$ cat config.mk
export PLATFORM = sky130hd
export DESIGN_NAME = unidade_busca
export DESIGN_NICKNAME = d
export VERILOG_FILES = /design/src/rtl/unidade_busca.sv
export SDC_FILE = /design/constraint.sdc
export NUM_CORES = 1
export LEC_CHECK = 0
export CAP_MARGIN = 10
export CORE_UTILIZATION = 30
export CTS_CLUSTER_DIAMETER = 200
export DETAILED_ROUTE_END_ITERATION = 8
export GPL_TIMING_DRIVEN = 0
export HOLD_SLACK_MARGIN = 0.08
export PLACE_DENSITY = 0.56
export SLEW_MARGIN = 10
export SYNTH_ARGS = -nofsm -noshare
export SYNTH_HDL_FRONTEND = slang
export SYNTH_SLANG_ARGS = --single-unit
$ cat constraint.sdc
create_clock -name clock -period 1.95 [get_ports clock]
set_input_delay 0.2925 -clock clock [delete_from_list [all_inputs] [get_ports clock]]
set_output_delay 0.2925 -clock clock [all_outputs]
set_load 0.05 [all_outputs]
$ cat src/rtl/unidade_busca.sv
// Fetch stage for the nRisc datapath: program counter, instruction register and
// valid/ready delivery to the decoder, with stall, redirect and halt handling.
module unidade_busca #(
  parameter logic [7:0] RESET_PC  = 8'd0,
  parameter logic [7:0] HALT_WORD = 8'hFF,
  parameter int         COUNT_W   = 16
) (
  input  logic               clock,
  input  logic               reset,
  output logic [7:0]         endereco,
  input  logic [7:0]         instrucao,
  output logic [7:0]         instr_out,
  output logic [7:0]         instr_pc,
  output logic               instr_valid,
  input  logic               instr_ready,
  input  logic               redirect_valid,
  input  logic [7:0]         redirect_target,
  output logic               halted,
  output logic [COUNT_W-1:0] fetch_count
);

  typedef enum logic [1:0] {
    START  = 2'd0,
    FETCH  = 2'd1,
    HALTED = 2'd2
  } state_t;

  state_t             state, state_next;
  logic [7:0]         pc, pc_next;
  logic [7:0]         instr_out_next, instr_pc_next;
  logic               valid_next, halted_next;
  logic [COUNT_W-1:0] count_next;
  logic               transfer, slot_free;

  assign transfer  = instr_valid & instr_ready;
  assign slot_free = !instr_valid | instr_ready;
  assign endereco  = pc;

  always_ff @(posedge clock or posedge reset) begin
    if (reset) begin
      state       <= START;
      pc          <= RESET_PC;
      instr_out   <= 8'd0;
      instr_pc    <= 8'd0;
      instr_valid <= 1'b0;
      halted      <= 1'b0;
      fetch_count <= '0;
    end else begin
      state       <= state_next;
      pc          <= pc_next;
      instr_out   <= instr_out_next;
      instr_pc    <= instr_pc_next;
      instr_valid <= valid_next;
      halted      <= halted_next;
      fetch_count <= count_next;
    end
  end

  always_comb begin
    state_next     = state;
    pc_next        = pc;
    instr_out_next = instr_out;
    instr_pc_next  = instr_pc;
    valid_next     = instr_valid;
    halted_next    = halted;
    count_next     = fetch_count;

    if (transfer && (fetch_count != {COUNT_W{1'b1}}))
      count_next = fetch_count + COUNT_W'(1);

    case (state)
      START: state_next = FETCH;
      FETCH: begin
        if (slot_free) begin
          instr_out_next = instrucao;
          instr_pc_next  = pc;
          valid_next     = 1'b1;
          if (instrucao == HALT_WORD) begin
            state_next  = HALTED;
            halted_next = 1'b1;
          end else begin
            pc_next = pc + 8'd1;
          end
        end
      end
      HALTED: begin
        // Only the already-captured halt word can still leave the stage.
        if (transfer)
          valid_next = 1'b0;
      end
      default: state_next = START;
    endcase

    // Redirect overrides everything, including a same-edge transfer.
    if (redirect_valid) begin
      pc_next     = redirect_target;
      valid_next  = 1'b0;
      halted_next = 1'b0;
      state_next  = FETCH;
      count_next  = fetch_count;
    end
  end

endmodule

======== Word-level counts from Yosys, hierarchy flattened ========
Index checks and enable logic that the tools add are counted.
Widths: inputs -> output; s select.
storage, ports and cells
  output and inout bits ................... 42
  register bits after elaboration ......... 44
  word-level logic and storage cells ...... 50
cells by class
  bitwise gates (word level) .............. 3
  reductions and logical operators ........ 13
  equal/unequal tests ..................... 9
  add/sub/neg operators ................... 2
  mux-type cells .......................... 16
operators by type and width
  kind                   number
  $mux 8                 4
  $add 16x1->16 const B  1
  $ne 16x16->1 const B   1
  $reduce_and 3->1       4
  $ne 3x3->1 const B     3
  $add 8x1->8 const B    1
  $eq 8x8->1 const B     1
  $mux 1                 7
  $mux 2                 3
  $pmux 2 s3             1
  $reduce_bool 2->1      3
  $ne 2x2->1 const B     2
  $reduce_and 2->1       2
  $reduce_bool 3->1      1
  $eq 2x1->1 const B     1
  $eq 2x2->1 const B     1
  $logic_not 2->1        1
  $pmux 1 s2             1
  $and 1x1->1            1
  $logic_and 1x1->1      1
  $logic_not 1->1        1
  $not 1->1              1
  $or 1x1->1             1

======== Longest topological paths before layout ========
Gate-level depths: netlist of run 1.
  word-level depth ........................ 5
  depth in mapped cells ................... 7
  gate-level depth less buffers ........... 5

======== Worst setup path after synthesis of run 1 ========
OpenSTA, ideal clock, no wires.
  path kind ............................... register to register
  from .................................... register fetch_count[0]
  to ...................................... register fetch_count[9]
  slack ................................... -0.149 ns
  buffers on the path ..................... 1
  arrival ................................. 1.953 ns
  period minus slack after synthesis ...... 2.099 ns
  stages on the path, launching flop included .. 7
  cells stage by stage .................... dfrtp_1 -> ha_1 -> nand4_1 -> nor4_2 -> buf_2 -> nor3_1 -> xor2_1
between the ends
  word-level cells in the longest chain between the ends .. 3
ends and longest elaborated chain
  what                                                   line  source
  start: declaration                                     19    output logic [COUNT_W-1:0] fetch_count
  start signal: assignment                               55    fetch_count <= count_next;
  branches (longest 3 deep; another with $add 16x1->16)  n/a
Several ways; the timed one is not identified.
A chain may end at the register's enable or synchronous reset.

======== Worst setup path after layout of run 1 ========
  from .................................... register fetch_count[2]
  to ...................................... output fetch_count[2]
No word-level cell between the ends.

==> summary.log, run 1 <==
[timing] unrepaired setup endpoints after global routing no
[power_and_ir_drop] IR drop worst, VDD 344 µV
[setup_path] critical path startpoint category register
[setup_path] critical-path maximum fanout 6
[power_and_ir_drop] P_int 1.72 mW
[cells_and_area] Filler Cells Inserted 686
[clocking] Root Buffer Master sky130_fd_sc_hd__clkbuf_8
[global_route] number of antenna violations at the first check in global routing 0
[global_route] wire length of the first global-routing pass 8.33 mm
[cells_and_area] count of inserted antenna diode cells 0
[setup_path] Worst path slowest cell sky130_fd_sc_hd__clkdlybuf4s50_1
[die] Die Width 85.4 µm
[setup_path] kind of end point of the critical path output pin
[power_and_ir_drop] net switching fraction of the power 0.377
[timing] final-report max-slew violation count 0
[power_and_ir_drop] switching power 1.04 mW
[clocking] clock tree sinks 44
[timing] post-layout minimum cycle time 1.90 ns
[setup_path] WP buf/inv 1
[synthesis] number of distinct library cells after synthesis 34
[synthesis] sequential fraction of the synthesis area 0.528
[cells_and_area] share of cells above drive strength 1 0.0753
[synthesis] flip-flop and latch count after synthesis 44
[global_route] residual overflow from global routing 0
[setup_path] worst path cell trace clkdlybuf4s50_1
[synthesis] netlist area before placement 0.00209 mm²
[cells_and_area] area added between synthesis and finish 41.1%
[timing] crit path setup slack, layout 0.0464 ns
[place] Final HPWL DP 3.66 mm
[drt] vias post-DR 1,834
[status] run status finished, final reports clean
[global_route] maximum number of pins on one net before global-route repair 34
[synthesis] synthesized net count 245
[flow_run] number of maximum-capacitance violations 0
[die] Top Ports 62
[clocking] number of buffers added by the clock tree synthesis step 5
[clocking] buffer depth of the longest clock path 2
[die] Rows 30
[drt] post-detailed-route wirelength per cell 13.7 µm
[drt] sum of routed wire length over all layers 5.09 mm
[clocking] hold bufs inserted after CTS 0
[clocking] clock latency at the later pin of the worst-skew pair 0.30 ns
[place] worst setup timing slack at the placement stage -0.238 ns
[die] Die Span Y 85.4 µm
[timing] worst slew pin tran 0.517 ns
[clocking] level count of the clock H-tree 2
[clocking] post-CTS clock slew at the launch and capture registers of the worst setup and hold paths 0.08 ns
[synthesis] gate count after technology mapping 223
[timing] clock skew 0.00891 ns
[die] Core Area 0.00676 mm²
[place] number of port buffers 61
[power_and_ir_drop] static leakage 1.36 nW
[drt] Initial DRC Count 55
[synthesis] Yosys Warn Count 0
[timing] number of hold violations in the final report 0
[timing] Fin Setup TNS 0 ns
[drt] first drt pass iteration count 4
[timing] f_max 525 MHz
[timing] final count of negative-setup-slack endpoints 0
[worst_hold_path] worst hold path type input port to asynchronous set/reset pin
[setup_path] arrival time reported for the critical path endpoint 1.61 ns
[setup_path] largest delay contributor family on the critical path buffers and inverters
[global_route] vias in the first global route 1,697
[power_and_ir_drop] power density over cell area 938 mW/mm²
[power_and_ir_drop] sequential share of power 0.421
[synthesis] average instance area after synthesis 9.36 µm²
[clocking] # Post-CTS Setup Buffers 0
[global_route] total global routing track utilization 0.146
[setup_path] worst endpoint required time 1.66 ns
[cells_and_area] number of nets at the end of the flow 313
[place] last weighted congestion value of the routability-driven placer 0.778
[drt] number of design rule violations left after detail routing 0
[timing] Max-Slew Margin vs Limit 0.655
[die] full die area 0.00729 mm²
[setup_path] largest stage delay on the critical path 0.84 ns
[drt] via-per-instance ratio 4.93
[clocking] clock tree from TritonCTS built
[power_and_ir_drop] clock share of power 0.254
[drt] Antenna Violating Nets Remaining 0
[power_and_ir_drop] combinational group share of total power 0.325
[die] Initial Util 0.309
[timing] fin crit share 0.976
[setup_path] Crit Path Category register to output pin
-- sequential cells by signal, summed over array words and instances (netlist names) --
register and count:
endereco 8, halted 1, instr_out 8, state 2, instr_pc 8, instr_valid 1, fetch_count 16
-- kinds of logic after synthesis --
logic type | synth area share
buffers and inverters | 0.0294
multiplexers | 0.00540
flip-flops | 0.528
AO/OA/AOI/OAI | 0.0564
adder cells (fa/ha/maj) | 0.0120
AND/OR/NAND/NOR | 0.306
XOR/XNOR | 0.0630
-- path summary, 6_finish.rpt --
path	start	to	slack, ns	cells after the start
max	fetch_count[2]$_DFFE_PP0P_	fetch_count[2]	0.05	1
min	reset	fetch_count[11]$_DFFE_PP0P_	0.25	2
max reg2reg	fetch_count[0]$_DFFE_PP0P_	fetch_count[10]$_DFFE_PP0P_	0.17	5
min reg2reg	instr_out[5]$_DFFE_PP0P_	instr_out[5]$_DFFE_PP0P_	0.48	2
max in group asynchronous	reset	fetch_count[1]$_DFFE_PP0P_	1.23	3
min in group clock	instr_out[5]$_DFFE_PP0P_	instr_out[5]$_DFFE_PP0P_	0.48	2
-- Yosys cell counts --
master | instances | share of area
sky130_fd_sc_hd__nor4_1 | 2 | 0.0060
sky130_fd_sc_hd__dfrtp_1 | 44 | 0.53
sky130_fd_sc_hd__a22oi_1 | 1 | 0.0036
sky130_fd_sc_hd__xor2_1 | 14 | 0.059
sky130_fd_sc_hd__o31ai_1 | 3 | 0.011
sky130_fd_sc_hd__nand2b_1 | 4 | 0.012
sky130_fd_sc_hd__nand2_1 | 56 | 0.10
sky130_fd_sc_hd__nor4_2 | 1 | 0.0060
sky130_fd_sc_hd__mux2_2 | 1 | 0.0054
sky130_fd_sc_hd__inv_1 | 5 | 0.0090
sky130_fd_sc_hd__and3_1 | 1 | 0.0030
sky130_fd_sc_hd__ha_1 | 2 | 0.012
sky130_fd_sc_hd__and4_1 | 1 | 0.0042
sky130_fd_sc_hd__nor3b_1 | 1 | 0.0036
sky130_fd_sc_hd__o41ai_1 | 2 | 0.0084
sky130_fd_sc_hd__or4_1 | 2 | 0.0072
sky130_fd_sc_hd__clkbuf_1 | 6 | 0.011
sky130_fd_sc_hd__o21ai_0 | 3 | 0.0072
sky130_fd_sc_hd__xnor2_1 | 1 | 0.0042
sky130_fd_sc_hd__a21oi_1 | 3 | 0.0072
sky130_fd_sc_hd__buf_2 | 4 | 0.0096
sky130_fd_sc_hd__nor2_1 | 13 | 0.023
sky130_fd_sc_hd__nor4b_2 | 1 | 0.0072
sky130_fd_sc_hd__or4b_1 | 1 | 0.0048
sky130_fd_sc_hd__nand4_1 | 10 | 0.030
sky130_fd_sc_hd__nand3b_4 | 1 | 0.0096
sky130_fd_sc_hd__nand3_1 | 13 | 0.031
sky130_fd_sc_hd__nor3_1 | 11 | 0.026
sky130_fd_sc_hd__nor4b_1 | 1 | 0.0042
sky130_fd_sc_hd__o311ai_0 | 1 | 0.0042
sky130_fd_sc_hd__a31oi_1 | 5 | 0.015
sky130_fd_sc_hd__nor2b_1 | 4 | 0.012
sky130_fd_sc_hd__or2_2 | 1 | 0.0030
sky130_fd_sc_hd__or3_1 | 4 | 0.012
-- metrics by stage --
stage	util	hold slack, ns	power [mW]	instance area (µm²)	std cells
3_5_place_dp	0.417	0.462	2.09	2820	365
3_3_place_gp	0.414	0.457	2.07	2800	364
2_1_floorplan	-	0.398	1.74	2090	223
6_report	0.436	0.248	2.76	2950	372
5_1_grt	0.436	0.277	2.88	2950	372
4_1_cts	0.434	0.248	2.80	2930	373
-- worst reg2reg max path: cells and delay by family (launching register included) --
kind,cells,cell delay (ns)
adder cells (fa/ha/maj),1,0.20
flip-flops,1,0.41
XOR/XNOR,1,0.16
AND/OR/NAND/NOR,3,0.94
-- cell type report --
type	instances	area [µm²]	area share
sequential	44	1100	0.375
buffer	9	38.8	0.0132
clock buffer	5	68.8	0.0234
clock inverter	3	42.5	0.0144
multi-input combinational	164	936	0.318
inverter	5	18.8	0.00637
timing repair buffer	62	637	0.216
tap	80	100	0.0340
-- cell usage in the layout (no fill, tap or decap), drive strengths merged, types with 2 or more instances in the layout --
cell / count
clkdlybuf4s50: 57
a31oi: 5
nand2: 56
nor2: 13
or3: 4
o21ai: 3
a21oi: 3
nor4b: 2
xor2: 14
nand4: 10
o31ai: 3
ha: 2
inv: 5
clkbuf: 10
nor3: 11
dlymetal6s2s: 3
nor2b: 4
o41ai: 2
nand3: 13
nand2b: 4
buf: 5
nor4: 3
dfrtp: 44
or4: 2
-- power groups by stage --
stage | combinational, mW | clock [mW] | sequential [mW]
after CTS | 0.907 | 0.729 | 1.16
after global routing | 0.948 | 0.752 | 1.18
after global placement | 0.897 | 0 | 1.18
final | 0.899 | 0.702 | 1.16
after detailed placement | 0.907 | 0 | 1.18
after floorplan | 0.193 | 0 | 1.54
-- routing by layer --
metal / routed length (µm) / global-route usage
met4: 42 / 0.0500
met5: 0 / 0
met1: 2490 / 0.194
met2: 2340 / 0.233
met3: 215 / 0.0340
-- repair_timing --
item                       4_1_cts  5_1_grt
cloned                           0        0
pin swaps                        0        1
gates resized for setup          1        5
setup endpoints to repair        1       23
No activity file was read; power rests on OpenSTA's default activity.
==> run 2: changes to the inputs <==
- CAP_MARGIN: 10 -> 20
- clock period: 1.95 -> 1.85 ns (I/O delays scaled with it)
==> summary.log, run 2 (synthesis results as in run 1) <==
[place] last weighted congestion value of the routability-driven placer 0.759 [-2.4%]
[drt] vias post-DR 1,830 [-0.22%]
[place] number of port buffers 61 [unchanged]
[place] placed cell areas 0.00283 mm² [+0.22%]
[cells_and_area] share of cells above drive strength 1 0.108 [+0.0331]
[cells_and_area] count of inserted antenna diode cells 0 [unchanged]
[power_and_ir_drop] IR drop worst, VDD 303 µV [-12%]
[clocking] buffer depth of the longest clock path 2 [unchanged]
[timing] worst slew pin tran 0.511 ns [-0.00555 ns]
[setup_path] worst path cell trace clkdlybuf4s50_1
[power_and_ir_drop] power density over cell area 938 mW/mm² [about the same]
[clocking] hold bufs inserted after CTS 0 [unchanged]
[status] run status finished, final reports clean
[cells_and_area] number of nets at the end of the flow 316 [+0.96%]
[clocking] clock tree from TritonCTS built
[setup_path] critical-path maximum fanout 5 [-1]
[drt] first drt pass iteration count 4 [unchanged]
[drt] Antenna Violating Nets Remaining 0 [unchanged]
[global_route] total global routing track utilization 0.148 [+0.00233]
[drt] number of design rule violations left after detail routing 0 [unchanged]
[setup_path] largest stage delay on the critical path 0.82 ns [-0.02 ns]
[setup_path] critical path startpoint category register
[clocking] Root Buffer Master sky130_fd_sc_hd__clkbuf_8
[clocking] number of buffers added by the clock tree synthesis step 5 [unchanged]
[die] Die Width 85.4 µm [unchanged]
[clocking] clock latency at the later pin of the worst-skew pair 0.30 ns [about the same]
[drt] via-per-instance ratio 4.88 [-1.0%]
[cells_and_area] number of flip-flops under the largest register name 16 [unchanged]
[cells_and_area] most common cell after layout, fill and taps aside sky130_fd_sc_hd__nand2_1
[cells_and_area] area added between synthesis and finish 43.6%
[global_route] number of antenna violations at the first check in global routing 0 [unchanged]
[drt] Initial DRC Count 73 [+33%]
[cells_and_area] register with the highest flop count fetch_count
[drt] sum of routed wire length over all layers 5.15 mm [+1.1%]
[setup_path] Worst path slowest cell sky130_fd_sc_hd__clkdlybuf4s50_1
[setup_path] WP buf/inv 1 [unchanged]
[die] Die Span Y 85.4 µm [unchanged]
[setup_path] worst endpoint required time 1.57 ns [-0.09 ns]
[power_and_ir_drop] static leakage 1.55 nW [+14%]
[timing] f_max 546 MHz
[global_route] wire length of the first global-routing pass 8.60 mm [+3.3%]
[worst_hold_path] worst hold path type input port to asynchronous set/reset pin
[setup_path] kind of end point of the critical path output pin
[die] full die area 0.00729 mm² [unchanged]
[timing] post-layout minimum cycle time 1.83 ns
[clocking] clock tree sinks 44 [unchanged]
[global_route] maximum number of pins on one net before global-route repair 32 [-5.9%]
[timing] worst slack on hold paths 0.243 ns [-0.00554 ns]
[clocking] level count of the clock H-tree 2 [unchanged]
[drt] post-detailed-route wirelength per cell 13.7 µm [+0.25%]
[cells_and_area] Layout Cell Area excl Fill 0.00300 mm² [+1.7%]
[global_route] residual overflow from global routing 0 [unchanged]
[clocking] post-CTS clock slew at the launch and capture registers of the worst setup and hold paths 0.09 ns [about the same]
[cells_and_area] highest-count cells in the layout ignoring fill and taps 56 x sky130_fd_sc_hd__nand2_1, 40 x sky130_fd_sc_hd__clkdlybuf4s50_1, 37 x sky130_fd_sc_hd__dfrtp_1
[cells_and_area] Filler Cells Inserted 678 [-1.2%]
[flow_run] number of maximum-capacitance violations 0 [unchanged]
[timing] fin crit share 0.991
[timing] final count of negative-setup-slack endpoints 0 [unchanged]
[global_route] vias in the first global route 1,755 [+3.4%]
[timing] clock skew 0.0144 ns [+0.00554 ns]
[timing] number of hold violations in the final report 0 [unchanged]
[setup_path] largest delay contributor family on the critical path buffers and inverters
[die] Initial Util 0.309 [unchanged]
[die] Rows 30 [unchanged]
[timing] unrepaired setup endpoints after global routing yes
[die] Top Ports 62 [unchanged]
[setup_path] Crit Path Category register to output pin
[setup_path] arrival time reported for the critical path endpoint 1.56 ns [-0.05 ns]
[place] Final HPWL DP 3.60 mm [-1.5%]
[timing] Max-Slew Margin vs Limit 0.658 [+0.00319]
[timing] final-report max-slew violation count 0 [unchanged]
[die] Core Area 0.00676 mm² [unchanged]
[run 2: cell types whose count changed in the layout (fill, tap and decap cells not counted), sizes merged, moves of 3 or more]
cell and delta:
clkdlybuf4s50 -17, dlymetal6s2s +10, dlygate4sd2 +7, buf +3
[run 2: per-stage QoR]
stage	cells	setup TNS, ns	worst slack [ns]	total power, mW	util
CTS	373	0	0.00335	2.82	0.432
global route	375	-0.0561	-0.0343	2.96	0.444
global placement	364	-26.62	-0.593	2.18	0.415
finish	375	0	0.0173	2.81	0.444
detailed placement	365	-5.70	-0.324	2.19	0.418
floorplan	223	0	0.00786	1.83	-
[run 2: path summary, 6_finish.rpt]
kind | startpoint | to | slack, ns | depth (start not counted)
hold reg to reg | instr_pc[4]$_DFFE_PP0P_ | instr_pc[4]$_DFFE_PP0P_ | 0.48 | 2
hold / removal | reset | fetch_count[10]$_DFFE_PP0P_ | 0.24 | 2
max in group asynchronous | reset | fetch_count[1]$_DFFE_PP0P_ | 1.12 | 3
setup reg to reg | fetch_count[0]$_DFFE_PP0P_ | fetch_count[1]$_DFFE_PP0P_ | 0.07 | 6
setup / recovery | fetch_count[0]$_DFFE_PP0P_ | fetch_count[0] | 0.02 | 1
min in group clock | instr_pc[4]$_DFFE_PP0P_ | instr_pc[4]$_DFFE_PP0P_ | 0.48 | 2
[run 2: per-layer routing]
metal | part of all wire | wire length (µm) | vias up | global-route usage
li1 | - | - | 909 | -
met1 | 0.49 | 2540 | 867 | 0.210
met2 | 0.45 | 2320 | 48 | 0.227
met3 | 0.044 | 228 | 6 | 0.0350
met4 | 0.0097 | 50 | 0 | 0.0364
met5 | 0 | 0 | - | 0
[run 2: final cells by class]
class                      count  area (µm²)  area share
inverter                       5        18.8     0.00626
timing repair buffer          65         676       0.225
buffer                         9        45.0      0.0150
clock inverter                 2        10.0     0.00334
sequential                    44        1110       0.370
tap                           80         100      0.0334
clock buffer                   6        82.6      0.0276
multi-input combinational    164         955       0.319
[run 2: repair_timing]
action,in CTS,in global routing
setup endpoints to repair,15,37
buffers inserted,0,3
resized for setup,10,19
gates cloned,0,0
hold endpoints to repair,0,0
pin swaps,0,2
[run 2: power by group]
group	internal, mW	leakage [nW]	total, mW	switching (mW)
Sequential	1.08	0.532	1.24	0.151
Clock	0.298	0.0510	0.630	0.332
Combinational	0.331	0.966	0.944	0.613
==> run 3: changes to the inputs <==
- CORE_MARGIN: not set -> 2
==> summary.log, run 3 (synthesis results as in run 1) <==
[die] Rows 30 [unchanged]
[global_route] total global routing track utilization 0.136 [-0.0119]
[cells_and_area] FF+latch area 0.00111 mm² [unchanged]
[clocking] number of buffers added by the clock tree synthesis step 5 [unchanged]
[clocking] level count of the clock H-tree 2 [unchanged]
[die] Core Area 0.00676 mm² [unchanged]
[timing] final count of negative-setup-slack endpoints 0 [unchanged]
[cells_and_area] share of cells above drive strength 1 0.114 [+0.00524]
[timing] clock skew 0.00980 ns [-0.00465 ns]
[drt] vias post-DR 1,851 [+1.1%]
[cells_and_area] most common cell after layout, fill and taps aside sky130_fd_sc_hd__nand2_1
[timing] post-layout minimum cycle time 1.81 ns [-0.0251 ns]
[clocking] buffer depth of the longest clock path 2 [unchanged]
[power_and_ir_drop] sequential share of power 0.421 [-0.019]
[timing] final-report max-slew violation count 0 [unchanged]
[die] Top Ports 62 [unchanged]
[power_and_ir_drop] net switching fraction of the power 0.374 [-0.0158]
[clocking] Root Buffer Master sky130_fd_sc_hd__clkbuf_8
[timing] unrepaired setup endpoints after global routing yes
[cells_and_area] area added between synthesis and finish 45.5%
[drt] first drt pass iteration count 4 [unchanged]
[die] full die area 0.00764 mm² [+4.7%]
[drt] sum of routed wire length over all layers 5.04 mm [-2.0%]
[setup_path] WP buf/inv 1 [unchanged]
[setup_path] Worst path slowest cell sky130_fd_sc_hd__clkdlybuf4s50_1
[global_route] wire length of the first global-routing pass 8.22 mm [-4.5%]
[timing] fin crit share 0.977 [-0.0135]
[setup_path] setup slack of the worst register-to-register path 0.11 ns [+0.04 ns]
[power_and_ir_drop] static leakage 1.55 nW [+0.26%]
[global_route] number of antenna violations at the first check in global routing 0 [unchanged]
[drt] via-per-instance ratio 4.88 [about the same]
[cells_and_area] highest-count cells in the layout ignoring fill and taps 56 x sky130_fd_sc_hd__nand2_1, 40 x sky130_fd_sc_hd__clkdlybuf4s50_1, 37 x sky130_fd_sc_hd__dfrtp_1
[die] Initial Util 0.309 [unchanged]
[power_and_ir_drop] power density over cell area 962 mW/mm² [+2.6%]
[power_and_ir_drop] combinational group share of total power 0.330 [-0.006]
[power_and_ir_drop] switching power 1.09 mW [-0.26%]
[drt] Antenna Violating Nets Remaining 0 [unchanged]
[timing] worst slew pin tran 0.522 ns [+0.0113 ns]
[setup_path] Crit Path Category register to output pin
[drt] post-detailed-route wirelength per cell 13.3 µm [-3.1%]
[clocking] clock tree sinks 44 [unchanged]
[die] Die Span Y 87.4 µm [+2.3%]
[cells_and_area] register with the highest flop count fetch_count
[setup_path] kind of end point of the critical path output pin
[setup_path] critical-path maximum fanout 5 [unchanged]
[setup_path] critical path startpoint category register
[timing] f_max 553 MHz [+1.4%]
[drt] Initial DRC Count 86 [+18%]
[clocking] clock tree from TritonCTS built
[cells_and_area] count of inserted antenna diode cells 0 [unchanged]
[setup_path] arrival time reported for the critical path endpoint 1.53 ns [-0.03 ns]
[timing] Max-Slew Margin vs Limit 0.651 [-0.00756]
[die] Die Width 87.4 µm [+2.3%]
[worst_hold_path] worst hold path type input port to asynchronous set/reset pin
[power_and_ir_drop] IR drop worst, VDD 382 µV [+26%]
[power_and_ir_drop] final total power 2.92 mW [+3.9%]
[drt] number of design rule violations left after detail routing 0 [unchanged]
[status] run status finished, final reports clean
[clocking] post-CTS clock slew at the launch and capture registers of the worst setup and hold paths 0.09 ns [about the same]
[cells_and_area] Filler Cells Inserted 657 [-3.1%]
[setup_path] worst path cell trace clkdlybuf4s50_1
[flow_run] number of maximum-capacitance violations 0 [unchanged]
[place] number of port buffers 61 [unchanged]
[cells_and_area] number of flip-flops under the largest register name 16 [unchanged]
[setup_path] largest delay contributor family on the critical path buffers and inverters
[place] Final HPWL DP 3.61 mm [+0.13%]
[clocking] clock latency at the later pin of the worst-skew pair 0.30 ns [about the same]
[power_and_ir_drop] clock share of power 0.249 [+0.025]
[setup_path] largest stage delay on the critical path 0.82 ns [about the same]
[timing] number of hold violations in the final report 0 [unchanged]
[cells_and_area] total area of multi-input combinational cells 957 µm² [+0.26%]
[place] last weighted congestion value of the routability-driven placer 0.779 [+2.6%]
[power_and_ir_drop] P_int 1.83 mW [+6.6%]
[cells_and_area] number of nets at the end of the flow 320 [+1.3%]
[global_route] maximum number of pins on one net before global-route repair 34 [+6.3%]
[global_route] vias in the first global route 1,710 [-2.6%]
[setup_path] worst endpoint required time 1.57 ns [about the same]
[timing] worst slack on hold paths 0.225 ns [-0.0176 ns]
[global_route] residual overflow from global routing 0 [unchanged]
run 3: final cells by class:
type / instances / share of cell area
Sequential cell: 44 / 0.365
Multi-Input combinational cell: 164 / 0.315
Timing Repair Buffer: 69 / 0.231
Tap cell: 80 / 0.0330
Clock buffer: 6 / 0.0239
Buffer: 9 / 0.0136
Clock inverter: 2 / 0.0115
Inverter: 5 / 0.00618
run 3: what timing repair did:
item	CTS	global route
endpoints found under the setup margin	22	30
gates resized for setup	11	17
hold buffers	0	0
pin swaps	0	2
buffers inserted	0	7
gates cloned	0	0
run 3: metrics by stage:
stage           util  setup WS [ns]  std cells  setup TNS (ns)  area, µm²
2_1_floorplan      -        0.00786        223               0       2100
4_1_cts        0.434        0.00542        372               0       2930
5_1_grt        0.449        -0.0157        379         -0.0307       3040
6_report       0.449         0.0424        379               0       3040
3_5_place_dp   0.418         -0.320        365           -5.83       2830
3_3_place_gp   0.415         -0.596        364          -26.68       2810
run 3: power groups by stage:
stage	clock, mW	sequential (mW)	combinational [mW]
3_3_place_gp	0	1.24	0.944
2_1_floorplan	0	1.63	0.203
4_1_cts	0.752	1.22	0.937
3_5_place_dp	0	1.24	0.955
5_1_grt	0.779	1.26	1.03
6_report	0.726	1.23	0.964
run 3: routing by layer:
| layer | global-route usage | wire length [µm] | vias to the layer above |
|---|---|---|---|
| met5 | 0 | 0 | - |
| met4 | 0.0336 | 45 | 0 |
| met3 | 0.0332 | 215 | 7 |
| met2 | 0.213 | 2280 | 44 |
| met1 | 0.189 | 2500 | 882 |
| li1 | - | - | 918 |
run 3: worst paths after layout:
check                                           start                           to  cells after the start
setup / recovery           fetch_count[0]$_DFFE_PP0P_               fetch_count[0]                      1
max in group asynchronous                       reset   fetch_count[1]$_DFFE_PP0P_                      3
hold reg to reg               instr_pc[4]$_DFFE_PP0P_      instr_pc[4]$_DFFE_PP0P_                      2
hold / removal                                  reset  fetch_count[10]$_DFFE_PP0P_                      2
min in group clock            instr_pc[4]$_DFFE_PP0P_      instr_pc[4]$_DFFE_PP0P_                      2
setup reg to reg           fetch_count[0]$_DFFE_PP0P_   fetch_count[1]$_DFFE_PP0P_                      6
